## config.mk

```make
export PLATFORM = sky130hd
export DESIGN_NAME = pe_fp8_dot_pipe
export DESIGN_NICKNAME = d
export VERILOG_FILES = /design/src/rtl/pe_fp8_dot_pipe.sv
export SDC_FILE = /design/constraint.sdc
export NUM_CORES = 1
export LEC_CHECK = 0
export BUFFER_PORTS_ARGS = -buffer_cell sky130_fd_sc_hd__buf_2
export CAP_MARGIN = 0
export CELL_PAD_IN_SITES_DETAIL_PLACEMENT = 1
export CELL_PAD_IN_SITES_GLOBAL_PLACEMENT = 2
export CORE_UTILIZATION = 40
export CTS_BUF_LIST = sky130_fd_sc_hd__clkbuf_8
export DETAILED_ROUTE_END_ITERATION = 8
export PLACE_DENSITY = 0.91
export SLEW_MARGIN = 20
export SYNTH_ARGS = -nofsm -noshare
export SYNTH_HDL_FRONTEND = slang
export SYNTH_SLANG_ARGS = --single-unit
```

## constraint.sdc

```tcl
create_clock -name clk -period 83.3 [get_ports clk]
set_input_delay 8.33 -clock clk [delete_from_list [all_inputs] [get_ports clk]]
set_output_delay 8.33 -clock clk [all_outputs]
set_load 0.02 [all_outputs]
```

## src/rtl/pe_fp8_dot_pipe.sv

```systemverilog
// ============================================================================
//  Module   : pe_fp8_dot_pipe
//  Brief    : Multi-lane FP8 (E4M3/E5M2) dot-product PE. It has a 2-stage
//             BF16 accumulate pipeline and a per-column result drain chain.
//  Revision : 1.0  initial release
// ============================================================================
`default_nettype none

module pe_fp8_dot_pipe #(
    parameter int LANES = 2
) (
    input  logic                 clk,
    input  logic                 rst,
    input  logic                 fmt,
    input  logic                 in_valid,
    input  logic                 in_clear,
    input  logic                 in_last,
    input  logic [8*LANES-1:0]   a_in,
    input  logic [8*LANES-1:0]   b_in,
    output logic [8*LANES-1:0]   a_out,
    output logic [8*LANES-1:0]   b_out,
    output logic                 out_valid,
    output logic                 out_clear,
    output logic                 out_last,
    output logic                 fmt_out,
    output logic [15:0]          acc_out,
    input  logic [15:0]          res_in,
    input  logic                 res_in_valid,
    input  logic                 res_shift,
    output logic [15:0]          res_out,
    output logic                 res_valid
);

    // FP8 x FP8 -> BF16. The product is exact because 4x4 significand bits fit in BF16.
    // E5M2 significands are padded to 4 bits, so both formats share one multiplier path.
    function automatic logic [15:0] fp8_mul(input logic [7:0] a, input logic [7:0] b,
                                            input logic f);
        logic [4:0] ea, eb;
        logic [3:0] sa, sb;
        logic [7:0] p;
        logic [8:0] e;
        logic [6:0] m;
        ea = f ? a[6:2] : {1'b0, a[6:3]};
        eb = f ? b[6:2] : {1'b0, b[6:3]};
        sa = f ? {1'b1, a[1:0], 1'b0} : {1'b1, a[2:0]};
        sb = f ? {1'b1, b[1:0], 1'b0} : {1'b1, b[2:0]};
        p  = {4'b0, sa} * {4'b0, sb};
        // 127 - 2*bias: 113 for E4M3, 97 for E5M2. The result cannot leave the BF16 normal range.
        e  = {4'b0, ea} + {4'b0, eb} + (f ? 9'd97 : 9'd113) + {8'b0, p[7]};
        m  = p[7] ? p[6:0] : {p[5:0], 1'b0};
        if (ea == 5'd0 || eb == 5'd0)
            return 16'h0000;
        return {a[7] ^ b[7], e[7:0], m};
    endfunction

    // BF16 add. The smaller operand is aligned with 3 guard bits plus a sticky bit.
    // Rounding is round-to-nearest-even. Overflow saturates, and underflow flushes to +0.
    function automatic logic [15:0] bf16_add(input logic [15:0] x, input logic [15:0] y);
        logic [15:0]       big, sml;
        logic [7:0]        d8;
        logic [4:0]        d;
        logic [39:0]       sh;
        logic [11:0]       mb, ms, n;
        logic [12:0]       r;
        logic signed [9:0] e;
        logic [3:0]        lz;
        logic              found, rup;
        logic [7:0]        mant;
        if (x[14:7] == 8'd0)
            return y;
        if (y[14:7] == 8'd0)
            return x;
        if (x[14:0] >= y[14:0]) begin
            big = x;
            sml = y;
        end else begin
            big = y;
            sml = x;
        end
        d8 = big[14:7] - sml[14:7];
        // Any shift of 31 or more lands wholly in the sticky region, so clamping is lossless.
        d  = (d8 > 8'd31) ? 5'd31 : d8[4:0];
        sh = {1'b1, sml[6:0], 32'b0} >> d;
        mb = {1'b1, big[6:0], 4'b0};
        ms = {sh[39:29], |sh[28:0]};
        if (big[15] == sml[15])
            r = {1'b0, mb} + {1'b0, ms};
        else
            r = {1'b0, mb} - {1'b0, ms};
        if (r == 13'd0)
            return 16'h0000;
        e = $signed({2'b00, big[14:7]});
        if (r[12]) begin
            n = {r[12:2], r[1] | r[0]};
            e = e + 10'sd1;
        end else begin
            lz    = 4'd0;
            found = 1'b0;
            for (int i = 11; i >= 0; i--) begin
                if (!found) begin
                    if (r[i])
                        found = 1'b1;
                    else
                        lz = lz + 4'd1;
                end
            end
            n = r[11:0] << lz;
            e = e - $signed({6'b0, lz});
        end
        rup  = n[3] & (n[4] | (|n[2:0]));
        mant = {1'b0, n[10:4]} + {7'b0, rup};
        if (mant[7])
            e = e + 10'sd1;
        if (e >= 10'sd255)
            return {big[15], 15'h7F7F};
        if (e <= 10'sd0)
            return 16'h0000;
        return {big[15], e[7:0], mant[6:0]};
    endfunction

    logic [15:0] w_prod [LANES];
    logic [15:0] r_prod [LANES];
    logic        r_s1_valid;
    logic        r_s1_clear;
    logic        r_s1_last;
    logic [15:0] r_acc;
    logic [15:0] w_new;

    for (genvar gi = 0; gi < LANES; gi++) begin : g_lane
        assign w_prod[gi] = fp8_mul(a_in[8*gi +: 8], b_in[8*gi +: 8], fmt);
    end

    // Systolic forwarding of operands and flags, registered every cycle
    always_ff @(posedge clk or posedge rst) begin
        if (rst) begin
            a_out     <= '0;
            b_out     <= '0;
            out_valid <= 1'b0;
            out_clear <= 1'b0;
            out_last  <= 1'b0;
            fmt_out   <= 1'b0;
        end else begin
            a_out     <= a_in;
            b_out     <= b_in;
            out_valid <= in_valid;
            out_clear <= in_clear;
            out_last  <= in_last;
            fmt_out   <= fmt;
        end
    end

    // Stage 1: register the lane products and the beat flags
    always_ff @(posedge clk or posedge rst) begin
        if (rst) begin
            r_s1_valid <= 1'b0;
            r_s1_clear <= 1'b0;
            r_s1_last  <= 1'b0;
            for (int i = 0; i < LANES; i++)
                r_prod[i] <= 16'h0000;
        end else begin
            r_s1_valid <= in_valid;
            r_s1_clear <= in_clear;
            r_s1_last  <= in_last;
            for (int i = 0; i < LANES; i++)
                r_prod[i] <= w_prod[i];
        end
    end

    // Stage 2 datapath: add the lanes left to right, rounding after each addition
    always_comb begin
        w_new = r_s1_clear ? 16'h0000 : r_acc;
        for (int i = 0; i < LANES; i++)
            w_new = bf16_add(w_new, r_prod[i]);
    end

    // Accumulator update on each valid stage-2 beat
    always_ff @(posedge clk or posedge rst) begin
        if (rst)
            r_acc <= 16'h0000;
        else if (r_s1_valid)
            r_acc <= w_new;
    end

    // Result capture has priority over the drain-chain shift
    always_ff @(posedge clk or posedge rst) begin
        if (rst) begin
            res_out   <= 16'h0000;
            res_valid <= 1'b0;
        end else if (r_s1_valid && r_s1_last) begin
            res_out   <= w_new;
            res_valid <= 1'b1;
        end else if (res_shift) begin
            res_out   <= res_in;
            res_valid <= res_in_valid;
        end
    end

    assign acc_out = r_acc;

endmodule

`default_nettype wire
```

==> results of run 1 <==
final cells by class:
type                            instances  share of cell area
Clock inverter                          6            0.003190
Clock buffer                           10            0.007161
Multi-Input combinational cell       2046              0.7456
Tap cell                              592             0.03854
Inverter                              157             0.03079
Sequential cell                       101              0.1315
Timing Repair Buffer                  152             0.04323
stage by stage:
| step | util | hold slack, ns | cells | area [um2] |
|---|---|---|---|---|
| after floorplan | - | 0.5739 | 2415 | 17890 |
| after global placement | 0.4309 | 0.4768 | 3048 | 19010 |
| after detailed placement | 0.4310 | 0.4852 | 3048 | 19020 |
| after CTS | 0.4355 | 0.5142 | 3064 | 19220 |
| after global routing | 0.4355 | 0.5441 | 3064 | 19220 |
| final | 0.4355 | 0.5101 | 3064 | 19220 |
tightest hold or removal path, stage by stage, from the launching register on:
cell	delay, ns
dfrtp_1	0.35
mux2i_1	0.07
nand2_1	0.06
how the worst min path moves through the flow:
stage / startpoint / cells past startpoint / endpoint
after global routing: res_valid$_DFFE_PP0P_ / 2 / res_valid$_DFFE_PP0P_
after global placement: res_valid$_DFFE_PP0P_ / 2 / res_valid$_DFFE_PP0P_
after detailed placement: res_valid$_DFFE_PP0P_ / 2 / res_valid$_DFFE_PP0P_
final: res_valid$_DFFE_PP0P_ / 2 / res_valid$_DFFE_PP0P_
after floorplan: r_prod[6]$_DFF_PP0_ / 2 / acc_out[6]$_DFFE_PP0P_
after CTS: res_valid$_DFFE_PP0P_ / 2 / res_valid$_DFFE_PP0P_
state kept, by name, summed over array words and instances (netlist names):
register	count
fmt_out	1
a_out	16
r_prod	32
res_out	16
res_valid	1
r_s1_last	1
r_s1_clear	1
r_s1_valid	1
acc_out	16
b_out	16
logic make-up (layout without fill, tap and decap cells):
group / after synthesis / count (layout) / share of synthesized area
adder cells (fa/ha/maj): 153 / 153 / 0.1145
multiplexers: 139 / 139 / 0.08510
AND/OR/NAND/NOR: 895 / 895 / 0.2503
AO/OA/AOI/OAI: 779 / 779 / 0.3071
buffers and inverters: 268 / 325 / 0.05888
flip-flops: 101 / 101 / 0.1413
XOR/XNOR: 80 / 80 / 0.04280
layer usage:
layer,wire length (um),global-route usage,vias up
li1,-,-,9093
met3,4424,0.03735,119
met2,33060,0.5175,692
met5,0,0,-
met1,31910,0.4187,9718
met4,1919,0.08621,0
synth_stat cells (10+ instances only):
master     count
a2111oi_0     10
nor2b_1       36
nand4_1       26
a22oi_1       11
nand2_1      239
and4_1        12
o211ai_1      30
a41oi_1       10
a31oi_1       51
o21ai_1       23
or3_1         20
a21o_1        36
o22ai_1       20
o21bai_1      11
and2_1        32
or2_2         14
nand2b_1      32
a211oi_1      40
inv_1        149
o31ai_1       21
nor3_1        72
a31o_2        11
o21ai_0      119
nor2_1       223
clkbuf_1      74
o2111ai_1     12
mux2i_1       92
mux2_2        34
ha_1         135
xor2_1        26
dfrtp_1      101
buf_2         20
buf_1         12
o211a_1       13
nor4_1        26
fa_1          18
nand3_1       70
xnor2_1       48
and3_1        34
o21a_1        20
a21oi_1      175
==> results.sh, run 1 <==
export IMPL_cts_path_max_buffers=2
export IMPL_cp_startpoint="r_s1_clear$_DFF_PP0_"
export IMPL_syn_avg_cell_area_um2=7.409
export IMPL_synth_async_reset_ratio=1.000
export IMPL_finalMaxSlewViolations=0
export IMPL_num_fill_cells=5674
export IMPL_worstReg2RegStart="r_s1_clear$_DFF_PP0_"
export IMPL_gp_congestion=0.9721
export IMPL_io_pins=125
export IMPL_drtIter0Drc=1542
export IMPL_place_ws_ns=47.79
export IMPL_rsz0062_at_grt="false"
export IMPL_crit_path_end_kind="flop"
export IMPL_final_common_cell="nand2_1"
export IMPL_seq_area_frac_synth=0.1413
export IMPL_syn2layout_area_growth_pct=7.412
export IMPL_fp_row_count=77
export IMPL_fin_tns_setup_ns=0
export IMPL_finalSetupViolations=0
export IMPL_setup_ws_ns=46.98
export IMPL_mostFrequentLayoutCells="nand2_1, nor2_1, a21oi_1"
export IMPL_crit_required_ns=83.51
export IMPL_routedWlPerCell_um=23.28
export IMPL_via_per_inst=6.404
export IMPL_dr_pass1_iters=7
export IMPL_synth_top_area_share=0.1413
export IMPL_path_buf_inv=5
export IMPL_initial_core_util=0.4055
export IMPL_max_freq_ghz=0.02754
export IMPL_ys_ff_latch=101
export IMPL_grt_total_usage=0.3098
export IMPL_ys_types=131
export IMPL_critPathLaunchType="flop"
export IMPL_r2r_setup_slack_ns=46.98
export IMPL_clock_skew_ns=0.02179
export IMPL_htreeDepth=3
export IMPL_status="finished, final reports clean"
export IMPL_clk_latency_ns=0.38
export IMPL_clockRootBuffer="clkbuf_8"
export IMPL_dieWidth_um=213.5
export IMPL_cts_resized=0
export IMPL_antenna_found_initial=1
export IMPL_vias=19620
export IMPL_grt_overflow=0
export IMPL_grt_max_degree=68
export IMPL_endpoint="res_out[7]$_DFFE_PP0P_"
export IMPL_antenna_left=0
export IMPL_regArea_um2=2527
export IMPL_cp_num_cells=142
export IMPL_grt_pass1_wl_um=111600
export IMPL_postSynthCellCount=2415
export IMPL_drv_cap=0
export IMPL_cpPeakStageDelay_ns=0.69
export IMPL_grt_pass1_vias=19670
export IMPL_post_dp_hpwl_um=57900
export IMPL_fin_nets=2676
export IMPL_die_area_um2=45580
export IMPL_wl_um=71320
export IMPL_criticalPathCategory="flop to flop"
export IMPL_cts_clk_slew_worst_paths_ns=0.11
export IMPL_cp_max_fo=53
export IMPL_synth_area_leaders="dfrtp_1, ha_1, mux2i_1, nand2_1, a21oi_1"
export IMPL_post_route_period_util=0.4360
export IMPL_drcViolationCount=0
export IMPL_tightestPinTransition_ns=0.9885
export IMPL_synth_fp_nets=2624
export IMPL_hold_viol=0
export IMPL_rr_worst_depth=142
export IMPL_diodes=0
export IMPL_worstPathArrival_ns=36.53
export IMPL_crit_slowest_cell="nand4_1"
export IMPL_cts_setup_buffers=0
export IMPL_r2r_end="res_out[7]$_DFFE_PP0P_"
export IMPL_coreArea_um2=44120
export IMPL_ctsHoldBuffers=0
export IMPL_multiInputGateArea_um2=14330
export IMPL_yosysWarningCount=0
export IMPL_synth_enable_flop_cells=0
export IMPL_drive_above_1_share=0.1234
export IMPL_maxSlewHeadroom=0.3240
export IMPL_syn_area_um2=17890
export IMPL_cts_tree="done"
export IMPL_clkSinkCount=101
export IMPL_hold_class="flop to flop"
export IMPL_numPortBuffers=124
export IMPL_worst_path_most_repeated_cell="ha_1"
export IMPL_period_needed_ns=36.32
export IMPL_ys_flop_type="dfrtp_1"
export IMPL_die_y_um=213.5
export IMPL_critPathTopFamily="compound AO/OA/AOI/OAI gates"
export IMPL_cts_made_buffers=9
export IMPL_synth_largest_area_cell="dfrtp_1"
Power of run 1 is not shown: default switching activity piles up to over one toggle a cycle in this logic, so the estimate is an artifact.
==> run 2, diff against run 1 <==
CORE_UTILIZATION = 34   (was 40)
PLACE_DENSITY = 0.82   (was 0.91)
clock period = 29.8 ns   (was 83.3 ns; I/O delays follow)
==> results.sh, run 2 (synthesis results as in run 1) <==
export IMPL_status="finished, final reports clean"
export IMPL_cts_tree="done"
export IMPL_dr_pass1_iters=6
export IMPL_final_common_cell="nand2_1"
export IMPL_htreeDepth=3
export IMPL_grtUsageMet2=0.4541
export IMPL_vias=20370
export IMPL_r2r_setup_slack_ns=1.01
export IMPL_syn2layout_area_growth_pct=18.41
export IMPL_drv_cap=0
export IMPL_finalSetupViolations=0
export IMPL_crit_path_end_kind="flop"
export IMPL_grt_total_usage=0.2746
export IMPL_antenna_left=0
export IMPL_post_dp_hpwl_um=61580
export IMPL_hold_class="flop to flop"
export IMPL_drtIter0Drc=1687
export IMPL_crit_required_ns=30.01
export IMPL_grt_pass1_wl_um=117300
export IMPL_regMostFlops="r_prod"
export IMPL_cp_startpoint="r_s1_clear$_DFF_PP0_"
export IMPL_gp_congestion=0.9617
export IMPL_drive_above_1_share=0.2129
export IMPL_fin_tns_setup_ns=0
export IMPL_initial_core_util=0.3467
export IMPL_hold_viol=0
export IMPL_die_area_um2=53550
export IMPL_fin_nets=2815
export IMPL_tightestPinTransition_ns=1.137
export IMPL_cp_max_fo=10
export IMPL_critPathLaunchType="flop"
export IMPL_path_buf_inv=14
export IMPL_io_pins=125
export IMPL_routedWlPerCell_um=23.37
export IMPL_rr_worst_depth=142
export IMPL_post_route_period_util=0.9660
export IMPL_grtUsageMet3=0.02239
export IMPL_cpPeakStageDelay_ns=0.72
export IMPL_via_per_inst=6.188
export IMPL_grtUsageMet1=0.3891
export IMPL_worstPathArrival_ns=29.00
export IMPL_worstReg2RegStart="r_s1_clear$_DFF_PP0_"
export IMPL_worst_path_most_repeated_cell="nor2_1"
export IMPL_endpoint="res_out[6]$_DFFE_PP0P_"
export IMPL_grt_busiest_layer="met2"
export IMPL_clockRootBuffer="clkbuf_8"
export IMPL_maxSlewHeadroom=0.2420
export IMPL_dieWidth_um=231.4
export IMPL_cts_clk_slew_worst_paths_ns=0.11
export IMPL_clkSinkCount=101
export IMPL_fp_row_count=83
export IMPL_numPortBuffers=124
export IMPL_finalMaxSlewViolations=0
export IMPL_wl_um=76900
export IMPL_clk_latency_ns=0.40
export IMPL_r2r_end="res_out[6]$_DFFE_PP0P_"
export IMPL_grt_overflow=0
export IMPL_cts_made_buffers=9
export IMPL_clock_skew_ns=0.01653
export IMPL_cp_num_cells=142
export IMPL_critPathTopFamily="compound AO/OA/AOI/OAI gates"
export IMPL_antenna_found_initial=0
export IMPL_mostFrequentLayoutCells="nand2_1, nor2_1, a21oi_1"
export IMPL_period_needed_ns=28.79
export IMPL_coreArea_um2=51610
export IMPL_drcViolationCount=0
export IMPL_largest_reg_flops=32
export IMPL_diodes=0
export IMPL_crit_slowest_cell="a211oi_1"
export IMPL_grt_pass1_vias=20040
export IMPL_die_y_um=231.4
export IMPL_max_freq_ghz=0.03474
export IMPL_cts_path_max_buffers=2
export IMPL_grt_max_degree=59
export IMPL_num_fill_cells=6447
export IMPL_criticalPathCategory="flop to flop"
run 2: cell type report:
type	count	area, um2	area share
clock inverter	7	63.81	0.003012
sequential	101	2531	0.1195
clock buffer	9	123.9	0.005847
timing repair buffer	289	1906	0.08995
tap	680	850.8	0.04016
inverter	157	603.1	0.02847
multi-input combinational	2048	15110	0.7131
run 2: metrics by stage:
step / hold WS, ns / instances / instance area (um2) / utilization / worst slack (ns)
detailed placement: 0.4944 / 3232 / 19880 / 0.3852 / -1.337
global placement: 0.4847 / 3232 / 19880 / 0.3852 / -0.01286
global route: 0.5709 / 3291 / 21190 / 0.4105 / -0.4430
finish: 0.5339 / 3291 / 21190 / 0.4105 / 1.012
floorplan: 0.5739 / 2415 / 17910 / - / 0.08376
CTS: 0.5279 / 3256 / 20310 / 0.3934 / 0.03553
run 2: timing repair:
action                                  CTS  global route
setup buffers                             6            34
endpoints found under the setup margin   32            32
gates resized for setup                  42           135
pin swaps                                 3            56
hold buffers                              0             0
cloned                                    2             1
run 2: how the worst min path moves through the flow:
stage                                      from                endpoint  slack, ns  cells after the start
after global routing      res_valid$_DFFE_PP0P_   res_valid$_DFFE_PP0P_       0.57                      2
after detailed placement  res_valid$_DFFE_PP0P_   res_valid$_DFFE_PP0P_       0.49                      2
after global placement    res_valid$_DFFE_PP0P_   res_valid$_DFFE_PP0P_       0.48                      2
final                     res_valid$_DFFE_PP0P_   res_valid$_DFFE_PP0P_       0.53                      2
after CTS                 res_valid$_DFFE_PP0P_   res_valid$_DFFE_PP0P_       0.53                      2
after floorplan             r_prod[6]$_DFF_PP0_  acc_out[6]$_DFFE_PP0P_       0.57                      2
run 2: worst reg2reg max path: cells and delay by family (launching register included):
| kind | cells | cell delay [ns] |
|---|---|---|
| AOI/OAI and AO/OA | 49 | 10.01 |
| and+or+nand+nor | 50 | 8.10 |
| adders and majority gates | 17 | 4.98 |
| buffers and inverters | 14 | 2.06 |
| muxes | 7 | 1.67 |
| xor gates and xnor gates | 5 | 1.36 |
| DFF | 1 | 0.46 |
run 2: layer usage:
metal / wire length, um / vias up
li1: - / 9397
met1: 35600 / 10140
met2: 35460 / 736
met3: 4358 / 95
met4: 1478 / 0
met5: 0 / -
Power of run 2 is left out for the same reason.
==> run 3, diff against run 2 <==
CELL_PAD_IN_SITES_DETAIL_PLACEMENT = default   (was 1)
CELL_PAD_IN_SITES_GLOBAL_PLACEMENT = default   (was 2)
CORE_UTILIZATION = 58   (was 34)
==> results.sh, run 3 (synthesis results as in run 1) <==
export IMPL_status="finished, final reports clean"
export IMPL_cpPeakStageDelay_ns=0.54
export IMPL_place_ws_ns=-1.172
export IMPL_cts_clk_slew_worst_paths_ns=0.10
export IMPL_finalSetupViolations=0
export IMPL_crit_slowest_cell="o311ai_0"
export IMPL_io_pins=125
export IMPL_critPathLaunchType="flop"
export IMPL_grt_max_degree=64
export IMPL_crit_required_ns=30.10
export IMPL_fin_util=0.6825
export IMPL_worst_path_most_repeated_cell="ha_1"
export IMPL_clock_skew_ns=0.01301
export IMPL_cts_tree="done"
export IMPL_gp_congestion=1.057
export IMPL_cp_max_fo=27
export IMPL_cts_path_max_buffers=2
export IMPL_antenna_found_initial=1
export IMPL_drtIter0Drc=2223
export IMPL_grt_overflow=0
export IMPL_initial_core_util=0.5973
export IMPL_routedWlPerCell_um=22.15
export IMPL_period_needed_ns=28.78
export IMPL_dieWidth_um=177.6
export IMPL_worstPathArrival_ns=29.08
export IMPL_grt_pass1_wl_um=101000
export IMPL_post_dp_hpwl_um=51520
export IMPL_numPortBuffers=124
export IMPL_dr_pass1_iters=6
export IMPL_mostFrequentLayoutCells="nand2_1, nor2_1, a21oi_1"
export IMPL_crit_path_end_kind="flop"
export IMPL_maxSlewHeadroom=0.2489
export IMPL_drive_above_1_share=0.1976
export IMPL_fp_row_count=63
export IMPL_min_from="res_valid$_DFFE_PP0P_"
export IMPL_htreeDepth=3
export IMPL_post_route_period_util=0.9657
export IMPL_fin_nets=2785
export IMPL_die_area_um2=31550
export IMPL_largest_reg_flops=32
export IMPL_drcViolationCount=0
export IMPL_grt_total_usage=0.4007
export IMPL_setup_ws_ns=1.023
export IMPL_die_y_um=177.6
export IMPL_clk_latency_ns=0.38
export IMPL_criticalPathCategory="flop to flop"
export IMPL_clkSinkCount=101
export IMPL_cp_startpoint="r_s1_clear$_DFF_PP0_"
export IMPL_worstReg2RegStart="r_s1_clear$_DFF_PP0_"
export IMPL_cts_made_buffers=9
export IMPL_final_common_cell="nand2_1"
export IMPL_hold_class="flop to flop"
export IMPL_via_per_inst=6.891
export IMPL_grt_pass1_vias=18630
export IMPL_hold_viol=0
export IMPL_drv_cap=0
export IMPL_wl_um=65820
export IMPL_coreArea_um2=29950
export IMPL_whs_ns=0.5584
export IMPL_antenna_left=0
export IMPL_finalMaxSlewViolations=0
export IMPL_regMostFlops="r_prod"
export IMPL_vias=20480
export IMPL_syn2layout_area_growth_pct=14.27
export IMPL_tightestPinTransition_ns=1.116
export IMPL_clockRootBuffer="clkbuf_8"
export IMPL_max_freq_ghz=0.03475
run 3: cell types whose count changed in the layout (fill, tap and decap cells not counted), moves of 3 or more:
| cell | change |
|---|---|
| nor3_2 | -3 |
| a21oi_2 | -4 |
| and2_1 | -3 |
| a21oi_1 | +5 |
| nor3_1 | +4 |
| buf_4 | -30 |
| nand2b_1 | +3 |
| a221oi_2 | +3 |
| mux2i_4 | -3 |
| o21ai_0 | +4 |
run 3: cell type report:
class                   instances  area, um2
clock inverters                 6      76.32
inverters                     157      600.6
repair buffers                260       1709
well taps                     390      488.0
multi-input cells            2047      14900
diodes                          1      2.502
flip-flops and latches        101       2529
fillers                      2544       9509
clock buffers                  10      137.6
run 3: worst max-delay path, delay by kind of cell, from the launching register on:
kind | cells | cell delay, ns
buffers and inverters | 12 | 1.62
and+or+nand+nor | 35 | 6.14
AOI/OAI and AO/OA | 65 | 12.86
xor gates and xnor gates | 4 | 0.68
DFF | 1 | 0.45
muxes | 9 | 2.36
adders and majority gates | 15 | 4.48
run 3: layer usage:
metal,track usage,part of all wire,vias to the layer above
met2,0.6528,0.45,1198
met4,0.1125,0.032,2
li1,-,-,9345
met5,0,0.00024,-
met3,0.05827,0.097,173
met1,0.5487,0.42,9761
run 3: path summary, 6_finish.rpt:
check | end | slack, ns | cells after the start
worst max-delay path | acc_out[0]$_DFFE_PP0P_ | 1.02 | 140
worst min-delay path | res_valid$_DFFE_PP0P_ | 0.56 | 2
worst max register to register | acc_out[0]$_DFFE_PP0P_ | 1.02 | 140
worst min register to register | res_valid$_DFFE_PP0P_ | 0.56 | 2
max in group asynchronous | b_out[12]$_DFF_PP0_ | 26.02 | 3
min in group asynchronous | acc_out[7]$_DFFE_PP0P_ | 2.63 | 2
run 3: per-stage QoR:
step | cell area [um2] | std cells | setup TNS [ns]
floorplan | 17910 | 2415 | 0
global placement | 19310 | 2914 | -7.867
detailed placement | 19310 | 2914 | -28.91
CTS | 19620 | 2932 | -0.07100
global route | 20440 | 2971 | -9.333
finish | 20440 | 2972 | 0
run 3: repair_timing:
action	in CTS	in global routing
hold buffers	0	0
gates cloned	0	3
setup endpoints to repair	32	32
gates resized for setup	24	117
setup buffers	2	36
pin swaps	1	41
Power of run 3 is left out for the same reason.
